<file path="config.mk">
export PLATFORM = sky130hd
export DESIGN_NAME = com_sfifo_tpram
export DESIGN_NICKNAME = d
export VERILOG_FILES = /design/src/rtl/com_sfifo_tpram.sv
export SDC_FILE = /design/constraint.sdc
export NUM_CORES = 2
export LEC_CHECK = 0
export ABC_CLOCK_PERIOD_IN_PS = 8000
export BUFFER_PORTS_ARGS = -buffer_cell sky130_fd_sc_hd__buf_2
export CAP_MARGIN = 10
export CORE_MARGIN = 1.5
export CORE_UTILIZATION = 45
export DETAILED_ROUTE_END_ITERATION = 16
export PLACE_DENSITY = 0.64
export SYNTH_ARGS = -nofsm -noshare
export SYNTH_HDL_FRONTEND = slang
export SYNTH_HIERARCHICAL = 1
export SYNTH_SLANG_ARGS = --single-unit
</file>
<file path="constraint.sdc">
create_clock -name clk -period 8 [get_ports clk]
set_input_delay 0 -clock clk [delete_from_list [all_inputs] [get_ports clk]]
set_output_delay 0 -clock clk [all_outputs]
set_load 0.1 [all_outputs]
</file>
<file path="src/rtl/com_sfifo_tpram.sv">
// rtl/com_sfifo_tpram.sv - FWFT FIFO over a two-port RAM shell with a 2-entry output buffer
// Optional high watermark on max_level: define COM_SFIFO_WATERMARK_EN.
`ifndef COM_SYS_W
`define COM_SYS_W 8
`endif

module com_tpram2ck_shell #(
  parameter int DATA_W   = 32,
  parameter int DEPTH    = 64,
  parameter int MEM_USER = 0,
  localparam int ADDR_W  = $clog2(DEPTH)
) (
  input  logic                  wr_clk,
  input  logic                  wr_en,
  input  logic [ADDR_W-1:0]     wr_addr,
  input  logic [DATA_W-1:0]     wr_data,
  input  logic                  rd_clk,
  input  logic                  rd_en,
  input  logic [ADDR_W-1:0]     rd_addr,
  output logic [DATA_W-1:0]     rd_data,
  input  logic [`COM_SYS_W-1:0] sys_cfg
);
  logic [DATA_W-1:0] mem_q [DEPTH];
  logic [DATA_W-1:0] rd_data_q;
  logic              unused_shell;

  assign unused_shell = ^{sys_cfg, MEM_USER[0]};
  assign rd_data      = rd_data_q;

  always_ff @(posedge wr_clk) begin
    if (wr_en) mem_q[wr_addr] <= wr_data;
  end

  always_ff @(posedge rd_clk) begin
    if (rd_en) rd_data_q <= mem_q[rd_addr];
  end
endmodule

module com_sfifo_tpram #(
  parameter int DATA_W   = 32,
  parameter int DEPTH    = 64,
  parameter int MEM_USER = 0,
  localparam int ADDR_W  = $clog2(DEPTH),
  localparam int LVL_W   = $clog2(DEPTH + 3)
) (
  input  logic                  clk,
  input  logic                  rst_n,
  input  logic [`COM_SYS_W-1:0] sys_cfg,
  input  logic                  clr,
  input  logic                  in_valid,
  output logic                  in_ready,
  input  logic [DATA_W-1:0]     in_data,
  output logic                  out_valid,
  input  logic                  out_ready,
  output logic [DATA_W-1:0]     out_data,
  output logic [LVL_W-1:0]      level,
  output logic                  empty,
  output logic [LVL_W-1:0]      max_level
);
  logic [ADDR_W-1:0] wr_ptr_q, wr_ptr_d, rd_ptr_q, rd_ptr_d;
  logic [LVL_W-1:0]  ram_cnt_q, ram_cnt_d, level_q, level_d;
  logic              rd_inflight_q, rd_inflight_d;
  logic [1:0]        obuf_cnt_q, obuf_cnt_d, obuf_post;
  logic [DATA_W-1:0] obuf0_q, obuf0_d, obuf1_q, obuf1_d, rd_data;
  logic              push, pop, rd_en;

  assign in_ready  = (ram_cnt_q < LVL_W'(DEPTH));
  assign out_valid = (obuf_cnt_q != 2'd0);
  assign out_data  = obuf0_q;
  assign level     = level_q;
  assign empty     = (level_q == '0);

  always_comb begin
    push  = in_valid & in_ready & ~clr;
    pop   = out_valid & out_ready & ~clr;
    // Prefetch only while the buffer plus the in-flight read leaves a free slot.
    rd_en = ~clr && (ram_cnt_q != '0) &&
            (({1'b0, obuf_cnt_q} + {2'b00, rd_inflight_q}) < (3'd2 + {2'b00, pop}));

    wr_ptr_d = wr_ptr_q;
    if (push) wr_ptr_d = (wr_ptr_q == ADDR_W'(DEPTH - 1)) ? '0 : wr_ptr_q + ADDR_W'(1);
    rd_ptr_d = rd_ptr_q;
    if (rd_en) rd_ptr_d = (rd_ptr_q == ADDR_W'(DEPTH - 1)) ? '0 : rd_ptr_q + ADDR_W'(1);

    ram_cnt_d     = ram_cnt_q + LVL_W'(push) - LVL_W'(rd_en);
    rd_inflight_d = rd_en;

    // Head only shifts when a second entry exists, so out_data holds once empty.
    obuf_post = obuf_cnt_q - {1'b0, pop};
    obuf0_d   = obuf0_q;
    obuf1_d   = obuf1_q;
    if (pop && (obuf_cnt_q == 2'd2)) obuf0_d = obuf1_q;
    if (rd_inflight_q) begin
      if (obuf_post == 2'd0) obuf0_d = rd_data;
      else                   obuf1_d = rd_data;
    end
    obuf_cnt_d = obuf_post + {1'b0, rd_inflight_q};

    if (clr) begin
      wr_ptr_d      = '0;
      rd_ptr_d      = '0;
      ram_cnt_d     = '0;
      rd_inflight_d = 1'b0;
      obuf_cnt_d    = 2'd0;
      obuf0_d       = '0;
      obuf1_d       = '0;
    end
    level_d = ram_cnt_d + LVL_W'(rd_inflight_d) + LVL_W'(obuf_cnt_d);
  end

  always_ff @(posedge clk or negedge rst_n) begin
    if (!rst_n) begin
      wr_ptr_q      <= '0;
      rd_ptr_q      <= '0;
      ram_cnt_q     <= '0;
      rd_inflight_q <= 1'b0;
      obuf_cnt_q    <= 2'd0;
      obuf0_q       <= '0;
      obuf1_q       <= '0;
      level_q       <= '0;
    end else begin
      wr_ptr_q      <= wr_ptr_d;
      rd_ptr_q      <= rd_ptr_d;
      ram_cnt_q     <= ram_cnt_d;
      rd_inflight_q <= rd_inflight_d;
      obuf_cnt_q    <= obuf_cnt_d;
      obuf0_q       <= obuf0_d;
      obuf1_q       <= obuf1_d;
      level_q       <= level_d;
    end
  end

`ifdef COM_SFIFO_WATERMARK_EN
  logic [LVL_W-1:0] max_level_q, max_level_d;

  always_comb begin
    max_level_d = (level_q > max_level_q) ? level_q : max_level_q;
    if (clr) max_level_d = '0;
  end

  always_ff @(posedge clk or negedge rst_n) begin
    if (!rst_n) max_level_q <= '0;
    else        max_level_q <= max_level_d;
  end

  assign max_level = max_level_q;
`else
  assign max_level = '0;
`endif

  com_tpram2ck_shell #(
    .DATA_W   (DATA_W),
    .DEPTH    (DEPTH),
    .MEM_USER (MEM_USER)
  ) u_ram (
    .wr_clk  (clk),
    .wr_en   (push),
    .wr_addr (wr_ptr_q),
    .wr_data (in_data),
    .rd_clk  (clk),
    .rd_en   (rd_en),
    .rd_addr (rd_ptr_q),
    .rd_data (rd_data),
    .sys_cfg (sys_cfg)
  );

`ifndef SYNTHESIS
  a_push_ready: assert property (@(posedge clk) disable iff (!rst_n) push |-> in_ready);
  a_obuf_bound: assert property (@(posedge clk) disable iff (!rst_n)
                  ({1'b0, obuf_cnt_q} + {2'b00, rd_inflight_q}) <= 3'd2);
  a_ram_bound:  assert property (@(posedge clk) disable iff (!rst_n) ram_cnt_q <= LVL_W'(DEPTH));
`endif
endmodule

</file>
==> results by group <==
Run status
  • Status: finished clean

Setup path
  • Crit Path Class: register to register
  • CP max FO: 45
  • Setup crit start kind: register
  • CP Data Required Time: 8.51 ns
  • WP data arrival: 4.83 ns
  • Endpoint class of the critical path: register

Power
  • Part of the power in the clock network: 0.333
  • P_int: a little over 20 mW
  • Pleak: 29.2 nW
  • Sequential Power Share: 0.455
  • P_sw: between 8 and 9 mW
  • Total power: 28.8 mW
  • Power Density: 304 mW/mm^2
  • Sw Ratio: 0.281
  • Combinational Power Share: 0.212
  • Max IR drop VDD: 0.398 mV

Die
  • Die W: ~430 um
  • Die Area: 0.188 sq mm
  • Core Region: 0.184 sq mm
  • Die Height: 434 um
  • Starting Density: 0.455
  • Ports: 94
  • Row count: around 160

GRT
  • Total GRT Usage: 0.213
  • First-pass GRT wire length: around 290000 um
  • Pin count of the biggest net entering global routing: 110
  • Vias in the first global route: 39477
  • Initial antenna violation count: 2
  • Total global routing overflow: 0

Synth
  • Number of distinct library cells after synthesis: between 60 and 70
  • Top-count cell post-synth: edfxtp_1
  • Register bit total from synthesis: 2173
  • Sequential fraction of the synthesis area: 0.775
  • Synth top area share: 0.748
  • Yosys warning count: 6
  • Gate Count Post-Synth: 3803
  • Netlist Area Pre-Place: between 0.08 and 0.09 sq mm
  • Avg Cell Area, Syn: around 22 sq um
  • Most used DFF post-synth: edfxtp_1
  • Async set or reset register ratio after synthesis: 0.0428
  • Dominant cells by area after synthesis: edfxtp_1, mux4_2, dfrtp_1, mux2i_1, nor2_1
  • Post-synth EDFFs: 2080
  • Yosys top cell by area: edfxtp_1
  • Commonest cells post-synth: edfxtp_1, mux4_2, nor2_1, mux2i_1, nand2_1

Detailed routing
  • DR WL/cell: between 20 and 30 um
  • Routed wire length: 200000 um
  • DRC: 0
  • Initial DRC count: 4728
  • First drt pass iteration count: 7
  • Avg Vias per Cell: 5.97
  • DR vias: 39986
  • Post-route ant nets: 0

Clock tree
  • Clock root cell: clkbuf_16
  • H-tree depth: 4
  • Clock slew at reported path FFs: around 0.070 ns
  • Clk buf depth: 3
  • Clk Latency, worst-skew pair: just over 0.8 ns
  • Cts repair resizes: 0
  • Total CTS buffers: 211
  • Clock sink count: 2173
  • CTS tree: built
  • Setup bufs post-CTS: 0

Finish
  • Layout cells sized above 1: 0.268
  • Area delta synth->final: 13.3%
  • Final nets: approximately 4000

Place
  • PortBufs: 78
  • Hpwl dp: around 110000 um
  • Global placer's final weighted congestion: between 0.7 and 0.8

STA
  • # setup viols final: 0
  • Final Max Slew Viols: 0
  • Setup TNS Final: 0 ns
  • Relative slew slack: 0.177
  • Final period util: 0.541
  • Least-Margin Pin Slew: 1.23 ns
  • Fmax: 231 MHz
  • RSZ-0062 raised after global routing: false
  • Crit path time final: 4.33 ns
  • Final hold viol count: 0
  • Layout Skew: between 0.03 and 0.04 ns

Worst hold path
  • HP Class: input pin to register

Flow run
  • Max cap viols: 0
[critical path, stage by stage, from the launching register on]
cell	delay (ns)
dfrtp_4	0.92
buf_4	0.61
buf_4	0.67
mux4_2	0.36
o221ai_1	0.11
a21oi_1	0.39
a21oi_1	0.14
nor2_1	0.64
[registers in the layout, summed over array words and instances (netlist names)]
register,cells
obuf_cnt_q,2
level,7
wr_ptr_q,6
ram_cnt_q,7
rd_inflight_q,1
obuf1_q,32
u_ram/mem_q,2048
rd_ptr_q,6
u_ram/rd_data,32
out_data,32
[power by group through the flow]
| stage | registers [mW] | logic [mW] | clock network, mW |
|---|---|---|---|
| 2_1_floorplan | 13.9 | 4.06 | 0 |
| 3_3_place_gp | 13.3 | 6.10 | 0 |
| 3_5_place_dp | 13.3 | 6.14 | 0 |
| 4_1_cts | 13.1 | 6.18 | 9.76 |
| 5_1_grt | 13.1 | 6.51 | 10.2 |
| 6_report | 13.1 | 6.11 | 9.59 |
[metal layers]
metal / track usage / wire [um]
met5: 0 / 0
met4: 0.0529 / 4190
met3: 0.0419 / 16600
met2: 0.339 / 96400
met1: 0.304 / 82600
[final timing paths]
check                                         from                             to  slack [ns]  depth (start not counted)
max                        rd_ptr_q[1]$_DFFE_PN0P_     u_ram/rd_data[2]$_DFFE_PP_        3.67                          7
min                                    in_data[21]  u_ram/mem_q[11][21]$_DFFE_PP_        0.17                          2
max reg2reg                rd_ptr_q[1]$_DFFE_PN0P_     u_ram/rd_data[2]$_DFFE_PP_        3.67                          7
min reg2reg                 obuf1_q[4]$_DFFE_PN0P_         obuf1_q[4]$_DFFE_PN0P_        0.52                          2
max in group asynchronous                    rst_n        rd_ptr_q[3]$_DFFE_PN0P_        6.32                          4
min in group asynchronous                    rst_n        obuf_cnt_q[0]$_DFF_PN0_        0.50                          4
[kinds of logic (layout without fill, tap and decap cells)]
family | count (synthesis) | in the layout | synth area share
buffers and inverters | 237 | 660 | 0.0138
other | 1 | 10 | 0.0000449
muxes | 670 | 670 | 0.162
and+or+nand+nor | 400 | 400 | 0.0218
xor gates and xnor gates | 11 | 11 | 0.00115
AOI/OAI and AO/OA | 292 | 292 | 0.0229
DFF | 2173 | 2173 | 0.775
adders and majority gates | 19 | 19 | 0.00311
[cells in the final DEF, fill, tap and decap left out, types with 7 or more instances in the layout]
master / instances
a21oi_1: 104
and3_1: 9
nor2b_1: 20
dlygate4sd3_1: 39
buf_12: 9
clkinv_2: 48
ha_1: 16
a211oi_1: 32
clkbuf_16: 215
o22ai_1: 84
clkinv_1: 53
nor2_1: 122
clkinvlp_4: 7
nand3b_1: 7
dfrtp_1: 89
nor2_4: 62
o221ai_1: 27
nor3_1: 8
clkbuf_1: 42
buf_4: 118
buf_2: 77
nand2b_1: 9
nand3_1: 11
inv_1: 22
conb_1: 7
a311oi_1: 9
edfxtp_1: 2080
nand2_1: 110
mux4_2: 544
a22oi_1: 13
mux2i_1: 126
bufinv_16: 12
[layout make-up]
| cell class | instances | area (sq um) |
|---|---|---|
| antenna | 3 | 7.51 |
| tap | 2464 | 3080 |
| sequential | 2173 | 64800 |
| clock inverter | 133 | 1080 |
| clock buffer | 262 | 5610 |
| inverter | 22 | 82.6 |
| fill | 14188 | 89000 |
| multi-input combinational | 1399 | 18100 |
| timing repair buffer | 243 | 1840 |
[stage by stage]
stage / util / cell area [sq um] / setup WS, ns / std cells / hold slack (ns)
after floorplan: - / 83600 / 3.36 / 3809 / -0.296
after global placement: 0.476 / 87500 / 3.79 / 6260 / -0.101
after detailed placement: 0.476 / 87500 / 3.74 / 6260 / -0.0948
after CTS: 0.515 / 94600 / 3.71 / 6694 / 0.201
after global routing: 0.515 / 94600 / 3.52 / 6696 / 0.152
final: 0.515 / 94600 / 3.67 / 6699 / 0.169
[what timing repair did]
action,in CTS,in global routing
hold buffers,39,0
endpoints found under the setup margin,0,0
endpoints found under the hold margin,1904,0
Power figures use the tool's default switching activity.
